[src/rtl/unidade_controle_rodadas.sv]
// Round-based control unit for the memory game: grows the sequence by one
// play per round, tracks the round index, and optionally times out idle plays.

package unidade_controle_rodadas_pkg;
  typedef enum logic [3:0] {
    inicial        = 4'h0,
    preparacao     = 4'h1,
    inicia_rodada  = 4'h2,
    espera_jogada  = 4'h3,
    registra       = 4'h4,
    comparacao     = 4'h5,
    proximo        = 4'h6,
    proxima_rodada = 4'h7,
    final_acerto   = 4'hA,
    final_timeout  = 4'hD,
    final_erro     = 4'hE
  } estado_t;
endpackage

module unidade_controle_rodadas
  import unidade_controle_rodadas_pkg::*;
#(
  parameter int unsigned N_RODADAS      = 16,
  parameter int unsigned W_RODADA       = 4,
  parameter int unsigned TIMEOUT_CICLOS = 5000
) (
  input  logic                clock,
  input  logic                reset,
  input  logic                iniciar,
  input  logic                jogada,
  input  logic                igual,
  input  logic                enderecoIgualRodada,
  input  logic                timeout_en,
  output logic                zeraE,
  output logic                contaE,
  output logic                zeraR,
  output logic                registraR,
  output logic [W_RODADA-1:0] rodada,
  output logic                acertou,
  output logic                errou,
  output logic                timeout,
  output logic                pronto,
  output logic [3:0]          db_estado
);

  localparam int unsigned W_TIMER = $clog2(TIMEOUT_CICLOS);
  localparam logic [W_TIMER-1:0]  TIMER_LIMITE  = W_TIMER'(TIMEOUT_CICLOS - 1);
  localparam logic [W_RODADA-1:0] ULTIMA_RODADA = W_RODADA'(N_RODADAS - 1);

  estado_t            estado;
  estado_t            proximo_estado;
  logic [W_TIMER-1:0] timer;

  // State register
  always_ff @(posedge clock) begin
    if (reset) begin
      estado <= inicial;
    end else begin
      estado <= proximo_estado;
    end
  end

  // Round counter and per-play timer, both driven by the current state
  always_ff @(posedge clock) begin
    if (reset) begin
      rodada <= '0;
      timer  <= '0;
    end else begin
      case (estado)
        preparacao: begin
          rodada <= '0;
          timer  <= '0;
        end
        inicia_rodada, proximo: timer <= '0;
        espera_jogada: begin
          // saturating count; held while the timeout is disabled
          if (timeout_en && (timer != '1)) timer <= timer + 1'b1;
        end
        proxima_rodada: begin
          if (rodada != ULTIMA_RODADA) rodada <= rodada + 1'b1;
        end
        default: ;
      endcase
    end
  end

  // Next-state and Moore output decode
  always_comb begin
    proximo_estado = inicial;
    zeraE          = 1'b0;
    contaE         = 1'b0;
    zeraR          = 1'b0;
    registraR      = 1'b0;
    acertou        = 1'b0;
    errou          = 1'b0;
    timeout        = 1'b0;
    pronto         = 1'b0;
    db_estado      = estado;
    case (estado)
      inicial: begin
        zeraE          = 1'b1;
        zeraR          = 1'b1;
        proximo_estado = iniciar ? preparacao : inicial;
      end
      preparacao: begin
        zeraE          = 1'b1;
        zeraR          = 1'b1;
        proximo_estado = inicia_rodada;
      end
      inicia_rodada: begin
        zeraE          = 1'b1;
        proximo_estado = espera_jogada;
      end
      espera_jogada: begin
        if (jogada) begin
          proximo_estado = registra;
        end else if (timeout_en && (timer == TIMER_LIMITE)) begin
          proximo_estado = final_timeout;
        end else begin
          proximo_estado = espera_jogada;
        end
      end
      registra: begin
        registraR      = 1'b1;
        proximo_estado = comparacao;
      end
      comparacao: begin
        if (!igual) begin
          proximo_estado = final_erro;
        end else if (!enderecoIgualRodada) begin
          proximo_estado = proximo;
        end else if (rodada == ULTIMA_RODADA) begin
          proximo_estado = final_acerto;
        end else begin
          proximo_estado = proxima_rodada;
        end
      end
      proximo: begin
        contaE         = 1'b1;
        proximo_estado = espera_jogada;
      end
      proxima_rodada: proximo_estado = inicia_rodada;
      final_acerto: begin
        acertou        = 1'b1;
        pronto         = 1'b1;
        proximo_estado = iniciar ? preparacao : final_acerto;
      end
      final_erro: begin
        errou          = 1'b1;
        pronto         = 1'b1;
        proximo_estado = iniciar ? preparacao : final_erro;
      end
      final_timeout: begin
        timeout        = 1'b1;
        pronto         = 1'b1;
        proximo_estado = iniciar ? preparacao : final_timeout;
      end
      default: begin
        db_estado      = 4'hF;
        proximo_estado = inicial;
      end
    endcase
  end

endmodule

[config.mk]
export PLATFORM = sky130hd
export DESIGN_NAME = unidade_controle_rodadas
export DESIGN_NICKNAME = d
export VERILOG_FILES = /design/src/rtl/unidade_controle_rodadas.sv
export SDC_FILE = /design/constraint.sdc
export NUM_CORES = 1
export LEC_CHECK = 0
export BUFFER_PORTS_ARGS = -buffer_cell sky130_fd_sc_hd__buf_4
export CAP_MARGIN = 25
export CORE_UTILIZATION = 58
export CTS_BUF_LIST = sky130_fd_sc_hd__clkbuf_8
export CTS_CLUSTER_SIZE = 30
export DETAILED_ROUTE_END_ITERATION = 10
export PLACE_DENSITY_LB_ADDON = 0.15
export SETUP_SLACK_MARGIN = 0.02
export SLEW_MARGIN = 10
export SYNTH_ARGS = -nofsm -noshare
export SYNTH_HDL_FRONTEND = slang
export SYNTH_SLANG_ARGS = --single-unit
[constraint.sdc]
create_clock -name clock -period 2.1 [get_ports clock]
set_input_delay 0.525 -clock clock [delete_from_list [all_inputs] [get_ports clock]]
set_output_delay 0.525 -clock clock [all_outputs]
set_load 0.05 [all_outputs]
Word level (Yosys, flattened, before mapping)
Index checks and enable logic that the tools add are counted.
{"block": "op_classes", "n_reduce_logical": 14, "add_sub_neg": 2, "mux": 23, "n_eq_ne": 16}
{"cell": "2-to-1 mux 4 bit", "n": 10}
{"cell": "one-hot mux 4 bit (9 select lines)", "n": 1}
{"cell": "one-hot mux 13 bit (2 select lines)", "n": 1}
{"cell": "equality test 4 x 3 -> 1 bit, second input constant", "n": 4}
{"cell": "equality test 4 bit, second input constant", "n": 4}
{"cell": "adder 13 x 1 -> 13 bit, second input constant", "n": 1}
{"cell": "equality test 13 bit, second input constant", "n": 1}
{"cell": "2-to-1 mux 13 bit", "n": 1}
{"cell": "inequality test 13 bit, second input constant", "n": 1}
{"cell": "OR reduction 11 bit", "n": 1}
{"cell": "2-to-1 mux 1 bit", "n": 9}
{"cell": "OR reduction 3 bit", "n": 3}
{"cell": "equality test 4 x 2 -> 1 bit, second input constant", "n": 2}
{"cell": "one-hot mux 4 bit (2 select lines)", "n": 1}
{"cell": "OR reduction 2 bit", "n": 3}
{"cell": "adder 4 x 1 -> 4 bit, second input constant", "n": 1}
{"cell": "equality test 4 x 1 -> 1 bit, second input constant", "n": 1}
{"cell": "zero test 4 bit", "n": 1}
{"cell": "inequality test 2 bit, second input constant", "n": 2}
{"cell": "inequality test 4 bit, second input constant", "n": 1}
{"cell": "AND reduction 2 bit", "n": 2}
{"cell": "nonzero test 2 bit", "n": 2}
{"cell": "logical AND 1 bit", "n": 2}
{"block": "word_totals", "elab_cells": 58, "output_inout_bits": 16, "ff_bits": 21}

Longest topological paths before layout
Gate-level depths: netlist (run 1).
{"block": "logic_depth", "ltp_word": 5, "ltp_mapped": 6}

Worst setup path before layout (run 1)
OpenSTA, ideal clock, no wires.
{"block": "synth_path", "path_kind": "register -> output", "start": "register estado[3]", "end": "output zeraE", "t_arrival_ps": 1820, "setup_slack_ps": -245, "stages_incl_launch_ff": 4, "cell_sequence": "dfxtp_1 -> buf_2 -> clkbuf_1 -> a211oi_1"}
{"block": "synth_via", "elab_chain_cells": 3, "word_cells_on_any_way": 5, "classes_between": "eq/ne: 2; mux: 1; reduce/logical: 2"}
{"element": "from (decl)", "line_no": "50", "text": "estado_t estado;"}
{"element": "from (signal assigned)", "line_no": "57", "text": "estado <= inicial;"}
{"element": "from (signal assigned)", "line_no": "59", "text": "estado <= proximo_estado;"}
{"element": "equality test 4 x 2 -> 1 bit (tied with other cells)", "line_no": "99", "text": "case (estado)"}
{"element": "OR reduction 3 bit (no line) (*)"}
{"element": "2-to-1 mux 1 bit (*)", "line_no": "99"}
{"element": "to (decl)", "line_no": "34", "text": "output logic zeraE,"}
Every way passes the cells marked *; elsewhere a longest branch is shown, timed or not.

Final worst setup path (run 1)
{"block": "layout_path", "start": "register estado[1]", "end": "output db_estado[2]"}
{"block": "layout_via", "elab_chain_cells": 3, "word_cells_on_any_way": 13, "classes_between": "eq/ne: 10; mux: 1; reduce/logical: 2"}
{"element": "equality test 4 x 3 -> 1 bit (tied with other cells)", "line_no": "99"}
{"element": "OR reduction 11 bit (no line) (*)"}
{"element": "2-to-1 mux 4 bit (*)", "line_no": "99"}
{"element": "to (decl)", "line_no": "43", "text": "output logic [3:0] db_estado"}
Marked as above.

==> flow_summary.yaml, run 1 <==
run_status:
  status: "finished clean"
global_routing:
  grt_start_max_net_pins: 20
  grt_first_pass_wirelength_um: 6070
  grt_remaining_overflow: 0
  grt_use_total: 0.303
  first_global_vias: 1323
  grt_antenna_before_repair: 0
place:
  finalWeightedCongestion: 0.962
  total_half_perimeter_wirelength_after_legalization_and_detailed_placement_um: 2660
  io_buffer_count: 22
  pre_cts_slack_ns: 0.213
clocking:
  cts_buffers: 3
  cts.htree.levels: 1
  post_cts_hold_buffer_count: 0
  clkSlewWorstSetupHoldPaths_ns: 0.08
  tritoncts_clock_tree: "yes"
  ctsRootBufferMaster: "sky130_fd_sc_hd__clkbuf_8"
  cts.sink_count: 21
  clk_path_buf_depth: 2
  clkLatencyLatePin_ns: 0.26
  cts_post_setup_buffers_inserted: 0
route:
  drt-pass1-iter-count: 5
  wl_per_cell_um: 16.4
  number_of_drc_markers_after_the_initial_detailed_route_iteration: 96
  route.final.wire_length_um: 3810
  viasPerCell: 6.57
  via_count: 1524
  drc: 0
  ant_nets: 0
timing:
  skew_ns: 0.00411
  layout_min_cycle_time_ns: 2.04
  max_slew.worst_pin.slew_ns: 0.492
  max-slew-margin-rel: 0.671
  setup_viol: 0
  layout_setup_ws_ns: 0.0588
  hold_violations: 0
  finalCritPeriodShare: 0.972
  worst_hold_slack_ns: 0.500
  max_clock_freq_mhz: 490
  final_max_slew_viol_count: 0
critical_path:
  critical_path.endpoint_type: "primary output"
  timing.rr.end: "rodada[3]$_SDFFE_PP0P_"
  rrSetupSlack_ns: 0.23
  worstPathArrival_ns: 1.52
  critPathMaxFanout: 11
  critical_path_required_ns: 1.57
  reg2regPathDepth: 5
  critPathLaunchType: "flip-flop"
  regToRegStartpoint: "rodada[0]$_SDFFE_PP0P_"
  category_of_the_most_critical_setup_path: "reg -> out"
yosys:
  synth.top_cells.by_area: "sky130_fd_sc_hd__dfxtp_1 29%, sky130_fd_sc_hd__a31oi_1 4.3%, sky130_fd_sc_hd__nand3_1 3.8%, sky130_fd_sc_hd__nor3_1 3.1%, sky130_fd_sc_hd__o21ai_0 3.1%"
  synthDominantAreaCellType: "sky130_fd_sc_hd__dfxtp_1"
  netlist_area_um2: 1450
  async_s_r_ff_share_synth: 0
  synth-edff-count: 0
  yosys.cell_count.top_type: "sky130_fd_sc_hd__dfxtp_1"
  yosysWarnings: 0
  number_of_cells_produced_by_synthesis: 185
  synthesis.area_per_instance_um2: 7.83
  post_synth_num_cell_types: 49
  synth_top_cell_area_share: 0.290
  ys_ff_latch: 21
  synth.yosys.seq_area_share: 0.290
  net_count_after_synthesis: 194
  ys_top_cells_by_count: "21 x sky130_fd_sc_hd__dfxtp_1, 12 x sky130_fd_sc_hd__nor2_1, 11 x sky130_fd_sc_hd__nand2_1, 11 x sky130_fd_sc_hd__nand3_1, 10 x sky130_fd_sc_hd__a31oi_1"
  postSynth.topFlopCell: "sky130_fd_sc_hd__dfxtp_1"
pwr:
  clock_power_share: 0.299
  power.sequential.fraction: 0.478
  power.combinational.fraction: 0.223
  vdd_drop_max_mv: 0.505
  power_switching_mw: 0.279
  p_sw_frac: 0.315
  leakage_nw: 0.625
  internal_power_mw: 0.607
  power.density_cell_area_nw_per_um2: 527
finish:
  layout-area-overhead-vs-synth_pct: 16.2
  nFillCells: 181
  final_net_count: 214
  share_of_layout_cells_above_drive_strength_1: 0.225
  num_antenna_cells: 0
worst_hold_path:
  hold_path_class: "reg -> reg"
  timing.hold.worst_path_depth: 1
  hold_path_startpoint: "timer[0]$_SDFFE_PP0P_"
  hold_end: "timer[0]$_SDFFE_PP0P_"
die:
  ios: 23
  chipHeight_um: 52.0
  placementRows: 17
  core_um2: 2280
  die_w_um: 52.0
  floorplan.initialDensity: 0.636
  design.die.area_um2: 2700
job:
  max-cap-violations: 0
==> layer usage <==
metal	up-vias	global-route usage	share of wire
li1	734	-	-
met1	705	0.443	0.44
met2	78	0.442	0.46
met4	0	0.104	0.012
met3	7	0.0497	0.079
met5	-	0	0
==> power by group through the flow <==
stage | combinational (mW) | clock, mW | sequential (mW)
after floorplan | 0.149 | 0 | 0.418
after global placement | 0.187 | 0 | 0.428
after detailed placement | 0.190 | 0 | 0.430
after CTS | 0.192 | 0.267 | 0.421
after global routing | 0.213 | 0.287 | 0.425
final | 0.198 | 0.265 | 0.424
==> how the worst max path moves through the flow <==
stage | startpoint | endpoint | slack [ns] | cells after the start
after floorplan | estado[3]$_SDFF_PP0_ | zeraR | -0.15 | 3
after global placement | estado[3]$_SDFF_PP0_ | db_estado[0] | 0.27 | 3
after detailed placement | estado[2]$_SDFF_PP0_ | rodada[3]$_SDFFE_PP0P_ | 0.21 | 4
after CTS | estado[1]$_SDFF_PP0_ | pronto | 0.08 | 4
after global routing | estado[1]$_SDFF_PP0_ | pronto | -0.004 | 4
final | estado[1]$_SDFF_PP0_ | db_estado[2] | 0.06 | 4
==> through the flow <==
step | util | cells | TNS, ns | cell area [um2] | power [mW]
after floorplan | - | 185 | -0.289 | 1450 | 0.567
after global placement | 0.714 | 228 | 0 | 1620 | 0.616
after detailed placement | 0.714 | 228 | 0 | 1620 | 0.620
after CTS | 0.736 | 232 | 0 | 1670 | 0.881
after global routing | 0.739 | 232 | -0.00406 | 1680 | 0.925
final | 0.739 | 232 | 0 | 1680 | 0.886
==> cells by family (layout without fill, tap and decap cells) <==
logic type	after synthesis	after routing	synth area share
xor gates and xnor gates	1	1	0.00605
adders and majority gates	2	2	0.0173
and+or+nand+nor	86	86	0.366
DFF	21	21	0.290
buffers and inverters	20	39	0.0640
AOI/OAI and AO/OA	53	53	0.241
muxes	2	2	0.0147
==> layout make-up <==
cell class	instances	area, um2	area share
Clock buffer	3	41.3	0.0245
Timing Repair Buffer	26	195	0.116
Inverter	9	33.8	0.0201
Sequential cell	21	424	0.252
Clock inverter	1	5.00	0.00297
Tap cell	28	35.0	0.0208
Multi-Input combinational cell	144	948	0.564
==> state kept, by name (all words and copies together) (netlist names) <==
signal	flops
timer	13
rodada	4
estado	4
==> cells in the final DEF (no fill, tap or decap), types with 3 or more instances in the layout <==
| master | n |
|---|---|
| sky130_fd_sc_hd__a21o_1 | 5 |
| sky130_fd_sc_hd__nand4_1 | 5 |
| sky130_fd_sc_hd__a21oi_1 | 7 |
| sky130_fd_sc_hd__nor4_1 | 3 |
| sky130_fd_sc_hd__clkbuf_8 | 3 |
| sky130_fd_sc_hd__nand3_1 | 11 |
| sky130_fd_sc_hd__inv_1 | 9 |
| sky130_fd_sc_hd__nor2b_1 | 3 |
| sky130_fd_sc_hd__nor2_1 | 12 |
| sky130_fd_sc_hd__nor3_1 | 9 |
| sky130_fd_sc_hd__buf_4 | 26 |
| sky130_fd_sc_hd__nand2_1 | 11 |
| sky130_fd_sc_hd__and3_1 | 5 |
| sky130_fd_sc_hd__dfxtp_2 | 3 |
| sky130_fd_sc_hd__a31oi_1 | 10 |
| sky130_fd_sc_hd__dfxtp_1 | 18 |
| sky130_fd_sc_hd__nand2b_1 | 6 |
| sky130_fd_sc_hd__o211ai_1 | 5 |
| sky130_fd_sc_hd__o21ai_0 | 9 |
| sky130_fd_sc_hd__nor3b_1 | 4 |
==> repair_timing <==
| action | 4_1_cts | 5_1_grt |
|---|---|---|
| endpoints found under the setup margin | 4 | 1 |
| hold endpoints to repair | 0 | 0 |
| resized for setup | 3 | 3 |
==> critical path, cell delays in order (launching register included) <==
cell	delay [ns]
sky130_fd_sc_hd__dfxtp_1	0.55
sky130_fd_sc_hd__buf_4	0.25
sky130_fd_sc_hd__nand2b_1	0.09
sky130_fd_sc_hd__a21o_1	0.18
sky130_fd_sc_hd__buf_4	0.18
No activity file was read; power rests on OpenSTA's default activity.
==> run 2, diff against run 1 <==
PLACE_DENSITY = 0.81   (was not set)
PLACE_DENSITY_LB_ADDON = not set   (was 0.15)
==> run 2 against run 1 <==
Net effect: via count shrank 1.8%; sequential cell count is the same; first-iteration DRC count shrank 14%; combinational power is essentially flat; utilization grew 0.44 points; clock power is essentially flat; clock-buffer cell count is the same; largest cell class unchanged.
==> flow_summary.yaml, run 2 (synthesized netlist as in run 1, its figures left out) <==
global_routing:
  first_global_vias: 1278
  grt_use_total: 0.294
  grt_start_max_net_pins: 20
  grt_remaining_overflow: 0
  grt_antenna_before_repair: 0
  grt_first_pass_wirelength_um: 5910
timing:
  finalCritPeriodShare: 0.918
  hold_violations: 0
  skew_ns: 0.00327
  layout_min_cycle_time_ns: 1.93
  max_clock_freq_mhz: 518
  layout_setup_ws_ns: 0.171
  rsz0062_at_grt: "false"
  worst_hold_slack_ns: 0.502
  max_slew.worst_pin.slew_ns: 0.494
  setup_viol: 0
  max-slew-margin-rel: 0.670
  final_max_slew_viol_count: 0
die:
  die_w_um: 52.0
  placementRows: 17
  core_um2: 2280
  floorplan.initialDensity: 0.636
  ios: 23
  chipHeight_um: 52.0
  design.die.area_um2: 2700
place:
  io_buffer_count: 22
  total_half_perimeter_wirelength_after_legalization_and_detailed_placement_um: 2660
  pre_cts_slack_ns: 0.254
  finalWeightedCongestion: 0.938
critical_path:
  category_of_the_most_critical_setup_path: "reg -> out"
  critPathMaxFanout: 9
  critPathLaunchType: "flip-flop"
  regToRegStartpoint: "rodada[0]$_SDFFE_PP0P_"
  rrSetupSlack_ns: 0.26
  timing.rr.end: "rodada[3]$_SDFFE_PP0P_"
  reg2regPathDepth: 5
  critical_path.endpoint_type: "primary output"
  worstPathArrival_ns: 1.40
  critical_path_required_ns: 1.57
route:
  ant_nets: 0
  number_of_drc_markers_after_the_initial_detailed_route_iteration: 83
  drc: 0
  viasPerCell: 6.40
  drt-pass1-iter-count: 4
  route.final.wire_length_um: 3500
  via_count: 1497
  wl_per_cell_um: 14.9
pwr:
  clock_power_share: 0.300
  leakage_nw: 0.634
  power.combinational.fraction: 0.226
  power.sequential.fraction: 0.474
  power_switching_mw: 0.276
  power.density_cell_area_nw_per_um2: 525
  internal_power_mw: 0.613
  p_sw_frac: 0.311
  vdd_drop_max_mv: 0.414
run_status:
  status: "finished clean"
worst_hold_path:
  timing.hold.worst_path_depth: 1
  hold_path_class: "reg -> reg"
  hold_end: "timer[0]$_SDFFE_PP0P_"
  hold_path_startpoint: "timer[0]$_SDFFE_PP0P_"
job:
  max-cap-violations: 0
clocking:
  cts_buffers: 3
  clkSlewWorstSetupHoldPaths_ns: 0.08
  ctsRootBufferMaster: "sky130_fd_sc_hd__clkbuf_8"
  clk_path_buf_depth: 2
  cts.htree.levels: 1
  cts.sink_count: 21
  tritoncts_clock_tree: "yes"
  post_cts_hold_buffer_count: 0
  clkLatencyLatePin_ns: 0.26
finish:
  layout_top_registers: "timer x13, estado x4, rodada x4"
  largest_register_ff_count: 13
  multi_input_comb_area_um2: 942
  num_antenna_cells: 0
  register_area_um2: 425
  layout.cells.most_common: "sky130_fd_sc_hd__buf_4"
  most-common-layout-cells: "28 x sky130_fd_sc_hd__buf_4, 17 x sky130_fd_sc_hd__dfxtp_1, 12 x sky130_fd_sc_hd__nor2_1"
  layout-area-overhead-vs-synth_pct: 16.9
  registers.top_by_ff_count: "timer"
  final_net_count: 216
  share_of_layout_cells_above_drive_strength_1: 0.228
  nFillCells: 198
[run 2: how the worst max path moves through the flow]
| stage | from | to | slack [ns] | cells past startpoint |
|---|---|---|---|---|
| 2_1_floorplan | estado[3]$_SDFF_PP0_ | zeraR | -0.15 | 3 |
| 3_3_place_gp | estado[2]$_SDFF_PP0_ | registraR | 0.31 | 3 |
| 3_5_place_dp | estado[3]$_SDFF_PP0_ | db_estado[0] | 0.25 | 3 |
| 4_1_cts | estado[0]$_SDFF_PP0_ | pronto | 0.02 | 4 |
| 5_1_grt | estado[0]$_SDFF_PP0_ | pronto | 0.06 | 4 |
| 6_report | estado[1]$_SDFF_PP0_ | pronto | 0.17 | 4 |
[run 2: stage by stage]
step,setup TNS (ns),instance area (um2),total power [mW],std cells,utilization
floorplan,-0.289,1450,0.567,185,-
global placement,0,1640,0.622,230,0.720
detailed placement,0,1640,0.626,230,0.720
CTS,0,1690,0.894,234,0.742
global route,0,1690,0.930,234,0.744
finish,0,1690,0.889,234,0.744
[run 2: cell type report]
cell class / count / share of cell area
Multi-Input combinational cell: 144 / 0.557
Sequential cell: 21 / 0.251
Timing Repair Buffer: 28 / 0.124
Clock buffer: 3 / 0.0244
Tap cell: 28 / 0.0207
Inverter: 9 / 0.0200
Clock inverter: 1 / 0.00296
[run 2: timing repair]
| action | CTS | global route |
|---|---|---|
| setup endpoints to repair | 3 | 2 |
| resized for setup | 2 | 3 |
| pin swaps | 0 | 0 |
| buffers inserted | 0 | 0 |
[run 2: power groups by stage]
| stage | combinational [mW] | sequential (mW) | clock (mW) |
|---|---|---|---|
| finish | 0.201 | 0.422 | 0.267 |
| global route | 0.217 | 0.423 | 0.289 |
| CTS | 0.199 | 0.419 | 0.276 |
| detailed placement | 0.197 | 0.429 | 0 |
| global placement | 0.195 | 0.427 | 0 |
| floorplan | 0.149 | 0.418 | 0 |
[run 2: metal layers]
metal	vias up	share of wire	global-route usage
li1	736	-	-
met1	701	0.48	0.450
met2	55	0.44	0.423
met3	5	0.076	0.0351
met4	0	0.011	0.0856
met5	-	0	0
[run 2: critical path: stages, from the launching register on]
cell,delay (ns)
sky130_fd_sc_hd__dfxtp_2,0.42
sky130_fd_sc_hd__nor2b_1,0.26
sky130_fd_sc_hd__a21oi_1,0.13
sky130_fd_sc_hd__nor2_1,0.12
sky130_fd_sc_hd__buf_4,0.21
